File: src/rtl/uart_rx_ctrl_if.sv
// Frame-result bundle from the UART RX controller to its consumer.
// The controller drives it through the master modport.
interface uart_rx_ctrl_if #(
  parameter int DATA_WIDTH = 8
);
  logic [DATA_WIDTH-1:0] p_data;
  logic                  data_valid;
  logic                  par_err;
  logic                  stp_err;
  logic                  strt_glitch;

  modport master (
    output p_data,
    output data_valid,
    output par_err,
    output stp_err,
    output strt_glitch
  );

  modport slave (
    input p_data,
    input data_valid,
    input par_err,
    input stp_err,
    input strt_glitch
  );
endinterface

File: src/rtl/uart_rx_ctrl.sv
// UART RX frame controller: start/parity/stop checking, mid-bit majority
// sampling and LSB-first deserialization driven by an external edge/bit counter.
module uart_rx_ctrl #(
  parameter int DATA_WIDTH = 8
) (
  input  logic           clk,
  input  logic           rst,
  input  logic           rx_in,
  input  logic [5:0]     prescale,
  input  logic           par_en,
  input  logic           par_typ,
  input  logic [5:0]     edge_cnt,
  input  logic [3:0]     bit_cnt,
  output logic           cnt_enable,
  uart_rx_ctrl_if.master rx_if
);

  localparam logic [2:0] IDLE   = 3'd0;
  localparam logic [2:0] START  = 3'd1;
  localparam logic [2:0] DATA   = 3'd2;
  localparam logic [2:0] PARITY = 3'd3;
  localparam logic [2:0] STOP   = 3'd4;

  localparam logic [3:0] LAST_DATA = 4'(DATA_WIDTH);

  logic [2:0]            state;
  logic [DATA_WIDTH-1:0] shift_reg;
  logic [2:0]            votes;
  logic                  par_flag;

  logic                  prescale_ok;
  logic [5:0]            half;
  logic                  last_edge;
  logic                  sample;
  logic                  exp_par;
  logic                  frame_perr;

  always_comb begin
    prescale_ok = 1'b0;
    case (prescale)
      6'd4, 6'd8, 6'd16, 6'd32: prescale_ok = 1'b1;
      default:                  prescale_ok = 1'b0;
    endcase
  end

  assign half       = prescale >> 1;
  assign last_edge  = (edge_cnt == prescale);
  assign sample     = (votes[0] & votes[1]) | (votes[0] & votes[2]) | (votes[1] & votes[2]);
  assign exp_par    = (^shift_reg) ^ par_typ;
  assign frame_perr = par_flag & par_en;
  assign cnt_enable = (state != IDLE);

  // Three mid-bit captures; they complete before the last edge for every legal prescale.
  always_ff @(posedge clk or negedge rst) begin
    if (!rst) begin
      votes <= '0;
    end else if (state != IDLE) begin
      if (edge_cnt == half - 6'd1) votes[0] <= rx_in;
      if (edge_cnt == half)        votes[1] <= rx_in;
      if (edge_cnt == half + 6'd1) votes[2] <= rx_in;
    end
  end

  always_ff @(posedge clk or negedge rst) begin
    if (!rst) begin
      state             <= IDLE;
      shift_reg         <= '0;
      par_flag          <= 1'b0;
      rx_if.p_data      <= '0;
      rx_if.data_valid  <= 1'b0;
      rx_if.par_err     <= 1'b0;
      rx_if.stp_err     <= 1'b0;
      rx_if.strt_glitch <= 1'b0;
    end else begin
      rx_if.data_valid  <= 1'b0;
      rx_if.par_err     <= 1'b0;
      rx_if.stp_err     <= 1'b0;
      rx_if.strt_glitch <= 1'b0;

      case (state)
        IDLE: begin
          par_flag <= 1'b0;
          if (!rx_in && prescale_ok) state <= START;
        end

        START: begin
          if (last_edge) begin
            if (sample) begin
              state             <= IDLE;
              rx_if.strt_glitch <= 1'b1;
            end else begin
              state <= DATA;
            end
          end
        end

        DATA: begin
          if (last_edge) begin
            shift_reg <= {sample, shift_reg[DATA_WIDTH-1:1]};
            if (bit_cnt == LAST_DATA) state <= par_en ? PARITY : STOP;
          end
        end

        PARITY: begin
          if (last_edge) begin
            par_flag <= sample ^ exp_par;
            state    <= STOP;
          end
        end

        STOP: begin
          if (last_edge) begin
            state            <= IDLE;
            rx_if.stp_err    <= ~sample;
            rx_if.par_err    <= frame_perr;
            rx_if.data_valid <= sample & ~frame_perr;
            if (sample && !frame_perr) rx_if.p_data <= shift_reg;
          end
        end

        default: state <= IDLE;
      endcase
    end
  end

endmodule

File: src/flat_wrapper.sv
// flat-port wrapper written by rule: the top's interface ports become plain ports
module uart_rx_ctrl_flat 
#(
  parameter int DATA_WIDTH = 8
)
  (clk, rst, rx_in, prescale, par_en, par_typ, edge_cnt, bit_cnt, cnt_enable, rx_if_p_data, rx_if_data_valid, rx_if_par_err, rx_if_stp_err, rx_if_strt_glitch);
  uart_rx_ctrl_if #(.DATA_WIDTH(DATA_WIDTH)) rx_if_i ();
  input  logic clk;
  input  logic rst;
  input  logic rx_in;
  input  logic [5:0] prescale;
  input  logic par_en;
  input  logic par_typ;
  input  logic [5:0] edge_cnt;
  input  logic [3:0] bit_cnt;
  output logic cnt_enable;
  output wire logic [$bits(rx_if_i.p_data)-1:0] rx_if_p_data;
  output wire logic [$bits(rx_if_i.data_valid)-1:0] rx_if_data_valid;
  output wire logic [$bits(rx_if_i.par_err)-1:0] rx_if_par_err;
  output wire logic [$bits(rx_if_i.stp_err)-1:0] rx_if_stp_err;
  output wire logic [$bits(rx_if_i.strt_glitch)-1:0] rx_if_strt_glitch;
  assign rx_if_p_data = rx_if_i.p_data;
  assign rx_if_data_valid = rx_if_i.data_valid;
  assign rx_if_par_err = rx_if_i.par_err;
  assign rx_if_stp_err = rx_if_i.stp_err;
  assign rx_if_strt_glitch = rx_if_i.strt_glitch;
  uart_rx_ctrl #(.DATA_WIDTH(DATA_WIDTH)) u_core (.clk(clk), .rst(rst), .rx_in(rx_in), .prescale(prescale), .par_en(par_en), .par_typ(par_typ), .edge_cnt(edge_cnt), .bit_cnt(bit_cnt), .cnt_enable(cnt_enable), .rx_if(rx_if_i));
endmodule
File: config.mk
export PLATFORM = sky130hd
export DESIGN_NAME = uart_rx_ctrl_flat
export DESIGN_NICKNAME = d
export VERILOG_FILES = /design/src/rtl/uart_rx_ctrl_if.sv /design/src/rtl/uart_rx_ctrl.sv /design/src/flat_wrapper.sv
export SDC_FILE = /design/constraint.sdc
export NUM_CORES = 1
export LEC_CHECK = 0
export ABC_AREA = 0
export CORE_MARGIN = 2
export CORE_UTILIZATION = 30
export DETAILED_ROUTE_END_ITERATION = 12
export PLACE_DENSITY = 0.48
export SLEW_MARGIN = 15
export SYNTH_ARGS = -nofsm -noshare
export SYNTH_HDL_FRONTEND = slang
export SYNTH_SLANG_ARGS = --single-unit
File: constraint.sdc
create_clock -name clk -period 2 [get_ports clk]
set_input_delay 0.3 -clock clk [delete_from_list [all_inputs] [get_ports clk]]
set_output_delay 0.3 -clock clk [all_outputs]
set_load 0.05 [all_outputs]
# [Word level (Yosys, flattened, before mapping)]
# Index checks and enable logic that the tools add are counted.
[totals] reg_bits=27 inputBits=21 output_inout_bits=13 wordCells=80
[op_classes] n_addsub=2 n_eq_ne=19 n_mux=21 n_bitwise=11 reduce_logical=16
[op_table] operator="two-way mux 3 bit" count=7
[op_table] operator="== test 6 bit" count=3
[op_table] operator="case mux 3 bit (5 select lines)" count=1
[op_table] operator="inequality test 2 x 1 -> 1 bit, second input constant" count=6
[op_table] operator="two-way mux 1 bit" count=11
[op_table] operator="AND reduction 2 bit" count=5
[op_table] operator="XOR reduction 8 bit" count=1
[op_table] operator="adder 5 x 1 -> 6 bit, second input constant" count=1
[op_table] operator="== test 3 x 2 -> 1 bit, second input constant" count=2
[op_table] operator="== test 6 x 3 -> 1 bit, second input constant" count=1
[op_table] operator="== test 6 x 4 -> 1 bit, second input constant" count=1
[op_table] operator="== test 6 x 5 -> 1 bit" count=1
[op_table] operator="== test 6 x 5 -> 1 bit, second input constant" count=1
[op_table] operator="== test 6 bit, second input constant" count=1
[op_table] operator="AND reduction 6 bit" count=1
[op_table] operator="subtractor 5 x 1 -> 6 bit, second input constant" count=1
[op_table] operator="AND 1 bit" count=5
[op_table] operator="== test 4 bit, second input constant" count=1
[op_table] operator="OR reduction 4 bit" count=1
[op_table] operator="== test 3 x 1 -> 1 bit, second input constant" count=1
[op_table] operator="== test 3 bit, second input constant" count=1
[op_table] operator="logical NOT 3 bit" count=1
[op_table] operator="AND reduction 3 bit" count=1
[op_table] operator="nonzero test 3 bit" count=1
[op_table] operator="other kinds (8)" count=13

# [Logic depth before layout (Yosys ltp)]
# Gate-level depths: netlist (run 1).
[depth] word_depth=6 depth_mapped=8 ltp_nobuf=7

# [Worst setup path before layout (run 1)]
# Ideal clock, no wire load.
[synth_timing] path_kind="input to register" from="input port prescale[1]" to="register u_core.votes[0]" setup_ns=0.125 arrival_time_ns=1.765 required_time_ns=1.875 path_slack_ns=0.110 cell_stages=8 path_buffers=1 path_cell_list="buf_2 -> inv_1 -> ha_1 -> nor3b_1 -> xor2_1 -> nand3_1 -> nor4_1 -> mux2_2"
[synth_via] elab_chain_cells=3
[synth_rtl] element="start: declaration" line="flat_wrapper.sv:11" rtl="input logic [5:0] prescale;"
[synth_rtl] element="subtractor 5 x 1 -> 6 bit" line="uart_rx_ctrl.sv:58" rtl="if (edge_cnt == half - 6'd1) votes[0] <= rx_in;"
[synth_rtl] element="== test 6 bit" line="uart_rx_ctrl.sv:58"
[synth_rtl] element="AND reduction 2 bit (no line)"
[synth_rtl] element="end signal: assignment" line="uart_rx_ctrl.sv:58"
[synth_rtl] element="end: declaration" line="uart_rx_ctrl.sv:28" rtl="logic [2:0] votes;"
# No other way between the ends.
# A chain may end at the register's enable or synchronous reset.

# [Worst setup path in the final report (run 1)]
[layout_timing] from="input port prescale[3]" to="register u_core.rx_if.p_data[1]"
[layout_via] elab_chain_cells=2
[layout_rtl] element="== test 6 bit" line="uart_rx_ctrl.sv:47" rtl="assign last_edge = (edge_cnt == prescale);"
[layout_rtl] element="AND reduction 3 bit (no line)"
[layout_rtl] element="end signal: assignment" line="uart_rx_ctrl.sv:117" rtl="if (sample && !frame_perr) rx_if.p_data <= shift_reg;"
[layout_rtl] element="end: declaration" line="uart_rx_ctrl_if.sv:13" rtl="output p_data,"
# No other way between the ends.

==> impl_metrics.py, run 1 <==
metrics = {
    "cells_and_area": {
        "nFillCells": 522,
        "regArea_um2": 676,
        "multi_input_area_um2": 910,
        "layout-drive-gt1-share": 0.300,
        "nets": 231,
        "syn_to_final_growth_pct": 42.6,
        "antenna_cells": 0,
    },
    "critical_path": {
        "critPathRequiredTime_ns": 2.16,
        "path_class": "primary input to register",
        "critical_path_arrival_ns": 2.05,
        "cp_max_fo": 4,
        "cp-end-kind": "register",
        "startpoint_type": "primary input",
    },
    "yosys": {
        "synth_top_area_frac": 0.418,
        "yosysWarnings": 0,
        "synth_area_mm2": 0.00162,
        "ys_ff_latch": 27,
        "syn_nets": 174,
        "postSynthAreaPerCell_um2": 10.7,
        "synth-main-ff-cell": "dfrtp_1",
        "synth_cell_types": 35,
        "synthArstFlopShare": 1.00,
        "yosysMostFrequentCell": "dfrtp_1",
        "synth_top_cell_by_area": "dfrtp_1",
        "yosysSeqAreaShare": 0.418,
        "synth_common_cells": "dfrtp_1, mux2_2, xnor2_1",
        "synth_edf_count": 0,
        "syn_inst": 151,
        "synth_top_cells_by_area": "dfrtp_1, mux2_2, xnor2_1",
    },
    "global_route": {
        "grt_use_total": 0.129,
        "globalRouteOverflowTotal": 0,
        "grt_max_degree": 28,
        "grt_pass1_vias": 1338,
        "antenna_found_initial": 0,
        "grt_pass1_wl_um": 6380,
    },
    "timing": {
        "setup_viol": 0,
        "setup_ws_ns": 0.105,
        "fin_crit_sh": 0.947,
        "timing.hold.ws_ns": 0.393,
        "worst_pin_slew_ns": 0.496,
        "clock_skew_ns": 0.00108,
        "fmax_mhz": 528,
        "maxSlewHeadroom": 0.668,
        "grt_setup_unrepaired": "no",
        "finalHoldViolations": 0,
        "drv_slew": 0,
        "fin_crit_ns": 1.89,
    },
    "detailed_routing": {
        "drt_first_pass_iters": 4,
        "drtAntennaViolNets": 0,
        "wire_per_inst_um": 12.8,
        "via_per_inst": 4.75,
        "totalWireLength_um": 3560,
        "highest_layer": "met4",
        "m1WireLength_um": 1650,
        "drt_iter0_drc": 36,
        "wl_met2_um": 1740,
        "num_vias": 1315,
        "dr_wl_met3_um": 141,
        "drc_errors": 0,
    },
    "clock_tree": {
        "cts_tree": "done",
        "clock_latency_ns": 0.26,
        "cts_root_buf": "clkbuf_8",
        "cts.sinks": 27,
        "post_cts_buffers": 0,
        "cts.clk_slew.worst_paths_ns": 0.09,
        "cts_buffers": 3,
        "clock_path_buffers": 2,
        "h-tree-depth": 1,
    },
    "power": {
        "power.leakage_nw": 1.07,
        "p_per_area_mw_per_mm2": 658,
        "ir_worst_vdd_mv": 0.269,
        "totalPowerFinal_w": 0.00152,
    },
    "die": {
        "core_mm2": 0.00514,
        "initial_core_util": 0.315,
        "dieArea_mm2": 0.00599,
        "io-pin-count": 34,
        "fp.dieH_um": 77.4,
        "chipWidth_um": 77.4,
        "rows": 26,
    },
    "worst_hold_path": {
        "hold_class": "primary input to async pin",
    },
    "flow_run": {
        "cap_violations": 0,
    },
    "placed_design": {
        "gp_congestion": 0.790,
        "io_buffers": 33,
        "dp_hpwl_um": 2830,
        "place_ws_ns": -0.511,
    },
    "outcome": {
        "outcome": "complete, no violations",
    },
}
-- layout by cell type, fill, tap and decap left out, types with 2 or more instances in the layout --
master and n:
xor2_1 9, nor2_1 9, clkdlybuf4s50_1 23, nand4_1 3
xnor2_2 3, inv_1 7, o211ai_1 2, dfrtp_1 27
nand3_1 6, ha_1 2, dlymetal6s2s_1 6, nor3_1 4
nand2_1 6, nor4b_2 2, clkbuf_8 3, buf_4 25
a21oi_1 2, xnor2_1 15, o21ai_0 5, nand2b_1 2
dlygate4sd2_1 2, mux2_2 20, o41ai_1 3, nor4_2 2
-- through the flow --
step | std cells | util | area, µm² | TNS (ns)
6_report | 277 | 0.449 | 2310 | 0
5_1_grt | 277 | 0.449 | 2310 | 0
2_1_floorplan | 151 | - | 1620 | 0
3_5_place_dp | 272 | 0.424 | 2180 | -7.71
4_1_cts | 276 | 0.434 | 2230 | -0.0000246
3_3_place_gp | 272 | 0.424 | 2180 | -6.77
-- power breakdown --
| part | internal (W) | switching (W) | leakage (nW) |
|---|---|---|---|
| clock network | 0.000139 | 0.000158 | 0.0255 |
| registers | 0.000599 | 0.0000595 | 0.371 |
| logic | 0.000253 | 0.000308 | 0.674 |
| total | 0.000992 | 0.000525 | 1.07 |
-- timing repair --
item | CTS | global route
pin swaps | 2 | 6
hold buffers | 0 | 0
cloned | 0 | 1
setup endpoints to repair | 11 | 19
gates resized for setup | 5 | 14
-- worst max-delay path, stage by stage --
cell,delay (ns)
clkdlybuf4s50_1,0.42
buf_4,0.14
xnor2_1,0.13
nand2_1,0.08
or2_4,0.25
nor3_4,0.22
clkbuf_16,0.19
mux2_2,0.32
-- area by class of cell --
cell class | instances | area share
Multi-Input combinational cell | 110 | 0.394
Clock inverter | 1 | 0.00217
Tap cell | 70 | 0.0380
Inverter | 7 | 0.0114
Clock buffer | 3 | 0.0179
Sequential cell | 27 | 0.293
Timing Repair Buffer | 59 | 0.243
-- per-layer routing --
metal	vias to the layer above	GRT usage
met5	-	0
met4	0	0.0161
met3	2	0.0302
met2	26	0.223
met1	639	0.171
li1	648	-
-- path summary, 6_finish.rpt --
check	from	endpoint	slack (ns)	cells past startpoint
setup / recovery	prescale[3]	u_core.rx_if.p_data[1]	0.11	8
min in group clk	u_core.rx_if.p_data[5]	u_core.rx_if.p_data[5]	0.51	1
hold reg to reg	u_core.rx_if.p_data[5]	u_core.rx_if.p_data[5]	0.51	1
setup reg to reg	u_core.votes[2]	u_core.rx_if.p_data[1]	0.27	5
max in group asynchronous	rst	u_core.shift_reg[7]	1.34	2
hold / removal	rst	u_core.state[2]	0.39	2
-- cell families after synthesis --
| kind of cell | synth area share |
|---|---|
| AND/OR/NAND/NOR | 0.139 |
| XOR/XNOR | 0.151 |
| flip-flops | 0.418 |
| multiplexers | 0.139 |
| AO/OA/AOI/OAI | 0.0821 |
| buffers and inverters | 0.0488 |
| adder cells (fa/ha/maj) | 0.0217 |
Power figures use the tool's default switching activity.
==> inputs of run 2 (changes only) <==
==> constraint.sdc (replaced) <==
create_clock -name clk -period 2.3 [get_ports clk]
set_input_delay 0.345 -clock clk [delete_from_list [all_inputs] [get_ports clk]]
set_output_delay 0.345 -clock clk [all_outputs]
set_load 0.05 [all_outputs]
==> run 2 against run 1 <==
Compared with the run above: worst setup slack worse by 0.015 ns; register-to-register slack better by 0.36 ns; routed wire length is 1.2% lower; critical path depth is 1 lower; sequential cell count stayed put; clock power is 12% lower; largest power group unchanged; first-iteration DRC count is 8.3% higher; highest routed layer unchanged; clock-buffer cell count is 1 higher; combinational power is 11% lower; worst hold slack better by 0.046 ns; global-route usage is 0.46 points lower.
==> impl_metrics.py, run 2 (same netlist as run 1, synthesis figures left out) <==
metrics = {
    "die": {
        "core_mm2": 0.00514,
        "rows": 26,
        "fp.dieH_um": 77.4,
        "chipWidth_um": 77.4,
        "dieArea_mm2": 0.00599,
        "io-pin-count": 34,
        "initial_core_util": 0.315,
    },
    "clock_tree": {
        "h-tree-depth": 1,
        "clock_latency_ns": 0.27,
        "post_cts_buffers": 0,
        "cts.clk_slew.worst_paths_ns": 0.09,
        "cts-hold-fix-buffers": 0,
        "cts.sinks": 27,
        "cts_tree": "done",
        "clock_path_buffers": 2,
        "cts_root_buf": "clkbuf_8",
        "cts_buffers": 3,
    },
    "power": {
        "ir_worst_vdd_mv": 0.202,
        "power.leakage_nw": 0.971,
        "power_frac_seq": 0.430,
        "clockPowerShare": 0.195,
        "pwr-share-comb": 0.375,
        "switching_share": 0.345,
        "p_int_w": 0.000876,
        "p_sw_w": 0.000462,
        "p_per_area_mw_per_mm2": 605,
    },
    "timing": {
        "worst_pin_slew_ns": 0.506,
        "fmax_mhz": 453,
        "setup_viol": 0,
        "grt_setup_unrepaired": "no",
        "finalHoldViolations": 0,
        "clock_skew_ns": 0.00382,
        "fin_crit_sh": 0.961,
        "fin_crit_ns": 2.21,
        "drv_slew": 0,
        "setup-tns-final_ns": 0,
        "maxSlewHeadroom": 0.662,
    },
    "detailed_routing": {
        "drt_first_pass_iters": 4,
        "via_per_inst": 4.61,
        "drt_iter0_drc": 39,
        "drtAntennaViolNets": 0,
        "totalWireLength_um": 3510,
        "num_vias": 1255,
        "drc_errors": 0,
        "wire_per_inst_um": 12.9,
    },
    "placed_design": {
        "dp_hpwl_um": 2820,
        "gp_congestion": 0.858,
        "io_buffers": 33,
        "placed_area_mm2": 0.00215,
    },
    "critical_path": {
        "startpoint_type": "primary input",
        "path_class": "primary input to register",
        "path_cells": "clkdlybuf4s50_1 > inv_1 > ha_1 > xor2_1 > o31a_1 > nor4_1 > mux2_2",
        "critPathRequiredTime_ns": 2.46,
        "cp-end-kind": "register",
        "slowest_stage": "clkdlybuf4s50_1",
        "max_stage_delay_ns": 0.61,
        "cp_max_fo": 7,
        "critical_path_arrival_ns": 2.37,
    },
    "cells_and_area": {
        "nets": 226,
        "final_area_mm2": 0.00221,
        "nFillCells": 526,
        "layout-drive-gt1-share": 0.238,
        "antenna_cells": 0,
        "regArea_um2": 676,
        "multi_input_area_um2": 873,
        "syn_to_final_growth_pct": 36.8,
        "mostFrequentLayoutCells": "clkdlybuf4s50_1, dfrtp_1, mux2_2, buf_4, xnor2_1",
        "final_common_cell": "clkdlybuf4s50_1",
    },
    "flow_run": {
        "cap_violations": 0,
    },
    "global_route": {
        "grt_use_total": 0.125,
        "grt_pass1_wl_um": 6110,
        "globalRouteOverflowTotal": 0,
        "grt_max_degree": 28,
        "antenna_found_initial": 0,
        "grt_pass1_vias": 1270,
    },
    "outcome": {
        "outcome": "complete, no violations",
    },
    "worst_hold_path": {
        "hold_class": "primary input to async pin",
    },
}
==> run 2: layer usage <==
metal  up-vias  track usage  routed length (µm)
met5         -            0                   0
met4         0       0.0214                  24
met3         2       0.0302                 142
met2        26        0.208                1730
met1       594        0.167                1620
li1        633            -                   -
==> run 2: repair_timing <==
| item | in CTS | in global routing |
|---|---|---|
| hold endpoints to repair | 0 | 0 |
| resized for setup | 0 | 3 |
| setup endpoints to repair | 0 | 3 |
==> run 2: through the flow <==
stage / hold slack (ns) / instances / utilization / worst slack [ns] / power (W)
after floorplan: 0.0494 / 151 / - / 0.365 / 0.000900
after global placement: 0.493 / 268 / 0.419 / -0.125 / 0.00108
after detailed placement: 0.497 / 268 / 0.419 / -0.253 / 0.00109
after CTS: 0.450 / 272 / 0.427 / 0.0386 / 0.00136
after global routing: 0.471 / 272 / 0.430 / 0.00903 / 0.00142
final: 0.439 / 272 / 0.430 / 0.0907 / 0.00134
==> run 2: cell type report <==
| cell class | count | area share |
|---|---|---|
| Multi-Input combinational cell | 110 | 0.395 |
| Timing Repair Buffer | 54 | 0.228 |
| Inverter | 7 | 0.0119 |
| Tap cell | 70 | 0.0396 |
| Clock buffer | 4 | 0.0204 |
| Sequential cell | 27 | 0.306 |
==> run 2: path summary, 6_finish.rpt <==
path	endpoint	slack, ns	cells past startpoint	from
hold / removal	u_core.state[2]	0.44	2	rst
setup / recovery	u_core.votes[0]	0.09	7	prescale[1]
min in group clk	u_core.rx_if.p_data[7]	0.51	1	u_core.rx_if.p_data[7]
hold reg to reg	u_core.rx_if.p_data[7]	0.51	1	u_core.rx_if.p_data[7]
max in group asynchronous	u_core.rx_if.p_data[5]	1.60	2	rst
setup reg to reg	u_core.votes[0]	0.63	5	u_core.state[0]
==> run 2: power by group through the flow <==
stage	logic [W]	clock network [W]	registers [W]
6_report	0.000502	0.000261	0.000575
2_1_floorplan	0.000332	0	0.000569
3_5_place_dp	0.000505	0	0.000582
3_3_place_gp	0.000494	0	0.000582
4_1_cts	0.000506	0.000276	0.000574
5_1_grt	0.000545	0.000297	0.000582
==> run 2: worst max-delay path, delay by kind of cell <==
family | cells | cell delay [ns]
buf+inv | 2 | 0.70
mux | 1 | 0.37
compound gates | 1 | 0.28
simple gates | 1 | 0.28
fa+ha+maj | 1 | 0.23
xor+xnor | 1 | 0.16
==> inputs of run 3 (changes only) <==
--- a/config.mk
+++ b/config.mk
@@ -9,8 +9,7 @@
 export CORE_MARGIN = 2
 export CORE_UTILIZATION = 30
 export DETAILED_ROUTE_END_ITERATION = 12
-export PLACE_DENSITY = 0.48
-export SLEW_MARGIN = 15
+export PLACE_DENSITY = 0.5
 export SYNTH_ARGS = -nofsm -noshare
 export SYNTH_HDL_FRONTEND = slang
 export SYNTH_SLANG_ARGS = --single-unit
==> constraint.sdc (replaced) <==
create_clock -name clk -period 1.8 [get_ports clk]
set_input_delay 0.27 -clock clk [delete_from_list [all_inputs] [get_ports clk]]
set_output_delay 0.27 -clock clk [all_outputs]
set_load 0.05 [all_outputs]
==> run 3 against run 2 <==
Compared with the run above: sequential power is 30% higher; critical endpoint is now u_core.state[1]; clock-buffer cell count did not move; critical path type unchanged; largest cell class unchanged; routed wire length grew 3.8%.
==> impl_metrics.py, run 3 (same netlist as run 1, synthesis figures left out) <==
metrics = {
    "global_route": {
        "grt_use_met1": 0.160,
        "globalRouteOverflowTotal": 0,
        "grt_pass1_wl_um": 6240,
        "antenna_found_initial": 0,
        "grt.met2_usage": 0.227,
        "grt_use_total": 0.128,
        "grt_busiest_layer": "met2",
        "grt_pass1_vias": 1380,
        "grt_max_degree": 28,
        "globalRouteMet3Util": 0.0279,
    },
    "timing": {
        "worst_pin_slew_ns": 0.500,
        "setup-tns-final_ns": 0,
        "fin_crit_sh": 0.957,
        "maxSlewHeadroom": 0.666,
        "fin_crit_ns": 1.72,
        "setup_ws_ns": 0.0767,
        "fmax_mhz": 580,
        "grt_setup_unrepaired": "no",
        "drv_slew": 0,
        "finalHoldViolations": 0,
        "setup_viol": 0,
        "timing.hold.ws_ns": 0.374,
        "clock_skew_ns": 0.00182,
    },
    "clock_tree": {
        "cts-hold-fix-buffers": 0,
        "cts_root_buf": "clkbuf_8",
        "cts_tree": "done",
        "h-tree-depth": 1,
        "cts.clk_slew.worst_paths_ns": 0.08,
        "cts_buffers": 3,
        "clock_latency_ns": 0.26,
        "cts.sinks": 27,
        "clock_path_buffers": 2,
    },
    "critical_path": {
        "startpoint_type": "primary input",
        "critical_path_arrival_ns": 1.88,
        "r2r_end": "u_core.rx_if.p_data[7]",
        "r2r_start": "u_core.state[1]",
        "cp_max_fo": 6,
        "path_class": "primary input to register",
        "critPathCapture": "u_core.state[1]",
        "cp-end-kind": "register",
        "ff2ff_path_depth": 6,
        "critPathRequiredTime_ns": 1.96,
        "startpoint": "prescale[4]",
        "r2r_setup_slack_ns": 0.14,
    },
    "detailed_routing": {
        "num_vias": 1349,
        "drc_errors": 0,
        "wire_per_inst_um": 12.7,
        "totalWireLength_um": 3650,
        "drt_first_pass_iters": 6,
        "drtAntennaViolNets": 0,
        "drt_iter0_drc": 66,
        "via_per_inst": 4.68,
    },
    "cells_and_area": {
        "layout-drive-gt1-share": 0.399,
        "antenna_cells": 0,
        "final_common_cell": "buf_4",
        "fin_cells": 288,
        "nets": 242,
        "mostFrequentLayoutCells": "buf_4, dfrtp_1, mux2_2",
        "syn_to_final_growth_pct": 51.2,
    },
    "die": {
        "dieArea_mm2": 0.00599,
        "initial_core_util": 0.315,
        "rows": 26,
        "core_mm2": 0.00514,
        "chipWidth_um": 77.4,
        "fp.dieH_um": 77.4,
        "io-pin-count": 34,
    },
    "power": {
        "power.leakage_nw": 1.12,
        "ir_worst_vdd_mv": 0.371,
        "totalPowerFinal_w": 0.00180,
        "p_per_area_mw_per_mm2": 735,
    },
    "flow_run": {
        "cap_violations": 0,
    },
    "worst_hold_path": {
        "hold_class": "primary input to async pin",
    },
    "outcome": {
        "outcome": "complete, no violations",
    },
    "placed_design": {
        "gp_congestion": 0.767,
        "place_ws_ns": -0.514,
        "io_buffers": 33,
        "placedCellCount": 278,
        "dp_hpwl_um": 2890,
    },
}
==> run 3: changes by cell type in the layout (fill, tap and decap cells not counted), sizes merged <==
cell	change
clkbuf	+2
clkdlybuf4s50	-16
dlymetal6s2s	-1
dlygate4sd2	+6
buf	+21
clkdlybuf4s15	+4
==> run 3: per-layer routing <==
metal | vias to the layer above | wire length (µm)
met5 | - | 0
met4 | 0 | 68
met3 | 6 | 118
met2 | 23 | 1880
met1 | 654 | 1580
li1 | 666 | -
==> run 3: worst min-delay path by stage <==
stage / from / end / slack (ns) / depth (start not counted)
3_3_place_gp: u_core.rx_if.p_data[2] / u_core.rx_if.p_data[2] / 0.49 / 1
2_1_floorplan: rst / u_core.par_flag / -0.03 / 0
3_5_place_dp: u_core.rx_if.p_data[2] / u_core.rx_if.p_data[2] / 0.50 / 1
6_report: rst / u_core.state[0] / 0.37 / 2
5_1_grt: rst / u_core.state[0] / 0.41 / 2
4_1_cts: rst / u_core.state[2] / 0.38 / 2
==> run 3: area by class of cell <==
class	instances	area [µm²]
sequential	27	676
fill	513	2700
multi-input combinational	110	978
inverter	7	26.3
timing repair buffer	70	631
tap	70	87.6
clock buffer	4	45.0
==> run 3: through the flow <==
step / utilization / area, µm²
floorplan: - / 1620
global placement: 0.431 / 2210
detailed placement: 0.431 / 2210
CTS: 0.463 / 2380
global route: 0.475 / 2440
finish: 0.475 / 2440
==> run 3: worst max-delay path, cell delays in order <==
cell and delay, ns:
clkdlybuf4s15_1 0.22, buf_6 0.16, nor4b_4 0.28, a221oi_2 0.07, o41ai_2 0.34, o211ai_1 0.20, mux2_4 0.34
==> run 3: what timing repair did <==
item                       in CTS  in global routing
buffers inserted                5                  0
resized for setup              31                 19
setup endpoints to repair      23                 21
pin swaps                       6                  8
gates cloned                    1                  0
==> run 3: where the power goes <==
group	switching (W)	internal, W
sequential	0.0000837	0.000666
clock	0.000173	0.000158
combinational	0.000367	0.000349
total	0.000624	0.00117
==> RTL change 1 (config.mk and constraints of run 1) <==
`DATA_WIDTH` is set to 8 in 3 places; all go to 6.
--- a/src/rtl/uart_rx_ctrl_if.sv
+++ b/src/rtl/uart_rx_ctrl_if.sv
@@ -1,7 +1,7 @@
 // Frame-result bundle from the UART RX controller to its consumer.
 // The controller drives it through the master modport.
 interface uart_rx_ctrl_if #(
-  parameter int DATA_WIDTH = 8
+  parameter int DATA_WIDTH = 6
 );
   logic [DATA_WIDTH-1:0] p_data;
   logic                  data_valid;
--- a/src/rtl/uart_rx_ctrl.sv
+++ b/src/rtl/uart_rx_ctrl.sv
@@ -1,7 +1,7 @@
 // UART RX frame controller: start/parity/stop checking, mid-bit majority
 // sampling and LSB-first deserialization driven by an external edge/bit counter.
 module uart_rx_ctrl #(
-  parameter int DATA_WIDTH = 8
+  parameter int DATA_WIDTH = 6
 ) (
   input  logic           clk,
   input  logic           rst,
--- a/src/flat_wrapper.sv
+++ b/src/flat_wrapper.sv
@@ -1,7 +1,7 @@
 // flat-port wrapper written by rule: the top's interface ports become plain ports
 module uart_rx_ctrl_flat 
 #(
-  parameter int DATA_WIDTH = 8
+  parameter int DATA_WIDTH = 6
 )
   (clk, rst, rx_in, prescale, par_en, par_typ, edge_cnt, bit_cnt, cnt_enable, rx_if_p_data, rx_if_data_valid, rx_if_par_err, rx_if_stp_err, rx_if_strt_glitch);
   uart_rx_ctrl_if #(.DATA_WIDTH(DATA_WIDTH)) rx_if_i ();
Interface: changed (resized rx_if_p_data); port bits go from 34 to 32. No check against the original RTL was run, so the function may have changed too.
==> RTL change 1 against run 1 <==
  * First-iteration DRC count is 14% higher
  * Sequential cell count is 4 lower
  * Largest power group unchanged
  * Total power is 19% lower
  * Area after synthesis is 9.2% lower
  * Cell area is 7.8% lower
  * Hold slack worse by 4.7 ps
  * Wire length is 2.6% lower
  * Setup slack worse by 56 ps
==> RTL change 1: results (changes against run 1) <==
Detailed routing
  – Iteration-0 DRC Markers: 41 (+14%)
  – DR WL/cell: 13.3 um (+3.4%)

Global routing
  – Met2 Usage GRT: 0.249 (+0.0264)
  – Vias in the first global route: 1,269 (-5.2%)
  – Met3 GRT Util: 0.0244 (-0.00584)
  – Largest net degree at the start of global routing: 24 (-14%)
  – Met1 usage: 0.176 (+0.00554)
  – Gr usage total: 0.138 (+0.00828)
  – Initial antenna violation count: 0 (unchanged)
  – First-pass GRT wire length: 5860 um (-8.1%)

Clocking
  – Post_cts resized: 20 (+15)
  – Setup Buffers After CTS: 8 (+8)
  – Root Driver: clkbuf_8

Synth
  – Post-synthesis xor/xnor area fraction: 0.149 (-0.00174)
  – Sequential area share after synthesis: 0.392 (-0.0258)
  – Synth top cells by count: dfrtp_1, xor2_1, xnor2_1
  – Syn nets: 162 (-6.9%)
  – Post-synthesis mux area share: 0.130 (-0.00888)
  – Synth area leaders: dfrtp_1, xor2_1, xnor2_1
  – Post-Synthesis Cells: 139 (-7.9%)
  – Synth Area in Compound Gates: 0.0682 (-0.0138)
  – Distinct cells, synth: 39 (+11%)

Critical path
  – Reg2Reg Setup Slack: 300 ps (+30 ps)
  – Worst reg2reg startpoint: u_core.state[0]
  – Worst Path Arrival: 2090 ps (+40 ps)
  – End of the critical path: u_core.shift_reg[2]
  – Reg2Reg Depth: 4 (-1)

Power
  – Clk pwr: 278 uW (-6%)
  – Flop+latch power: 553 uW (-16%)
  – Worst IR Drop VDD: 0.211 mV (-21%)
  – Final Power: 1.23 mW (-19%)
  – Leakage: 0.959 nW (-10%)

Placement
  – Hpwl dp: 2610 um (-7.6%)
  – DP Area: 1970 um2 (-9.4%)
  – GPL Wtd Cong: 0.803 (+1.5%)
  – PortBufs: 31 (-6.1%)

Finish
  – Fin cells: 261 (-5.8%)
  – Fin util: 0.450 (+0.00143)
  – FILL cells: 461 (-12%)
  – Nets: 218 (-5.6%)

Timing
  – Worst slew pin tran: 496 ps (+0.333 ps)
  – Setup ws final: 49.0 ps (-56.5 ps)
  – Layout Skew: 6.89 ps (+5.82 ps)
  – Hold WS: 388 ps (-4.69 ps)

Run status
  – Run status: finished clean
RTL change 1: cell types whose count changed in the layout (fill, tap and decap cells not counted), moves of 3 or more:
cell and change:
or3_1 +3, buf_4 +5, clkdlybuf4s50_1 -5, mux2_2 -11
o41ai_1 -3, mux2_4 +6, dfrtp_1 -4, dlymetal6s2s_1 -4
xnor2_1 -4, inv_1 -3, dlygate4sd2_1 +4, xor2_2 +4
RTL change 1: critical path, stage by stage:
cell           delay (ps)
dlygate4sd2_1         270
xor2_2                190
nor4_4                290
nand2_4                80
or4b_4                620
mux2_4                330
RTL change 1: area by class of cell:
| type | count | share of cell area |
|---|---|---|
| Inverter | 4 | 0.00706 |
| Tap cell | 67 | 0.0394 |
| Multi-Input combinational cell | 103 | 0.420 |
| Clock buffer | 4 | 0.0212 |
| Sequential cell | 23 | 0.271 |
| Timing Repair Buffer | 60 | 0.241 |
RTL change 1: routing by layer:
layer	vias up	routed length, um
met5	-	0
li1	593	-
met1	612	1540
met3	2	71
met2	18	1830
met4	0	27
==> RTL change 2 (settings of run 1) <==
Without the edit above. Register the output `cnt_enable`; this adds one clock of latency there. The other outputs are not delayed to match.
--- a/src/rtl/uart_rx_ctrl.sv
+++ b/src/rtl/uart_rx_ctrl.sv
@@ -48,7 +48,9 @@
   assign sample     = (votes[0] & votes[1]) | (votes[0] & votes[2]) | (votes[1] & votes[2]);
   assign exp_par    = (^shift_reg) ^ par_typ;
   assign frame_perr = par_flag & par_en;
-  assign cnt_enable = (state != IDLE);
+  always_ff @(posedge clk) begin
+    cnt_enable <= (state != IDLE);
+  end
 
   // Three mid-bit captures; they complete before the last edge for every legal prescale.
   always_ff @(posedge clk or negedge rst) begin
Behaviour: not the same (Yosys sat finds a counterexample within 4 cycles, from zero or initial values and one cycle with rst low).
==> RTL change 2 against run 1 <==
  * Global-route usage barely moved
  * Clock power increased by 51%
  * Sequential cell count grew 1
  * Setup slack lost 55 ps
  * Sequential power rose by 2%
  * Wire length is 5.6% higher
  * Cell area is 3.3% higher
  * Total power grew 16%
  * Area after synthesis grew 2.9%
  * Critical path type unchanged
  * Critical endpoint is now u_core.state[1]
  * Largest cell class unchanged
==> RTL change 2: results (changes against run 1) <==
Detailed routing
  – DR WL met2: 1760 um (+1.5%)
  – DR WL/cell: 13.0 um (+1.5%)
  – Metal3 WL: 113 um (-20%)
  – Via count: 1,372 (+4.3%)
  – Iteration-0 DRC Markers: 28 (-22%)

Placement
  – GPL Wtd Cong: 0.761 (-3.8%)
  – DP Area: 2290 um2 (+5.3%)
  – # placed instances: 283 (+4.0%)

Critical path
  – Worst Path Arrival: 2120 ps (+70 ps)
  – Slowest stage delay, CP: 670 ps (+250 ps)
  – CP max stage cell: or4b_2
  – Crit path max fanout: 5 (+1)
  – Critical path's top delay family: simple AND/OR/NAND/NOR gates

Synth
  – Synth Area in Compound Gates: 0.0774 (-0.00460)
  – Sequential area share after synthesis: 0.418 (about the same)
  – Synth area leaders: dfrtp_1, mux2_2, xnor2_1
  – Ys async rst share: 0.964 (-0.0357)
  – Post-Synthesis Cells: 156 (+3.3%)
  – Post-synthesis mux area share: 0.135 (-0.00398)

Power
  – Leakage: 1.05 nW (-1.7%)
  – Worst IR Drop VDD: 0.396 mV (+48%)

Run status
  – Run status: finished clean

Finish
  – Fin cells: 288 (+4.0%)

Global routing
  – Gr usage total: 0.129 (about the same)

Timing
  – Layout Skew: 1.78 ps (+0.704 ps)
-- RTL change 2: power groups by stage --
stage | registers, mW | logic (mW) | clock network [mW]
after detailed placement | 0.685 | 0.637 | 0
after global routing | 0.685 | 0.699 | 0.489
after floorplan | 0.709 | 0.386 | 0
after global placement | 0.683 | 0.633 | 0
final | 0.675 | 0.637 | 0.448
after CTS | 0.674 | 0.639 | 0.460
-- RTL change 2: path summary, 6_finish.rpt --
path	startpoint	to	slack (ps)
max	prescale[2]	u_core.state[1]	50
min	rst	u_core.state[0]	390
max reg2reg	u_core.state[0]	u_core.votes[2]	140
min reg2reg	u_core.rx_if.p_data[5]	u_core.rx_if.p_data[5]	510
max in group asynchronous	rst	u_core.shift_reg[2]	1360
min in group clk	u_core.rx_if.p_data[5]	u_core.rx_if.p_data[5]	510
-- RTL change 2: per-layer routing --
layer,track usage,vias to the layer above
met5,0,-
met1,0.170,669
met3,0.0276,4
li1,-,675
met2,0.216,24
met4,0.0368,0
-- RTL change 2: cell type report --
| cell class | instances | area, um2 |
|---|---|---|
| fill | 523 | 3060 |
| multi-input combinational | 115 | 942 |
| sequential | 28 | 696 |
| timing repair buffer | 64 | 564 |
| tap | 72 | 90.1 |
| clock buffer | 3 | 41.3 |
| clock inverter | 1 | 30.0 |
| inverter | 5 | 18.8 |
-- RTL change 2: kinds of logic (layout without fill, tap and decap cells) --
logic type,count (synthesis),after routing
compound gates,19,19
flops,28,28
xor+xnor,25,25
mux,20,20
fa+ha+maj,3,3
buf+inv,13,73
simple gates,48,48
-- RTL change 2: timing repair --
item                       in CTS  in global routing
pin swaps                       7                  4
setup endpoints to repair      14                 13
gates resized for setup        14                  3
buffers inserted                0                  1
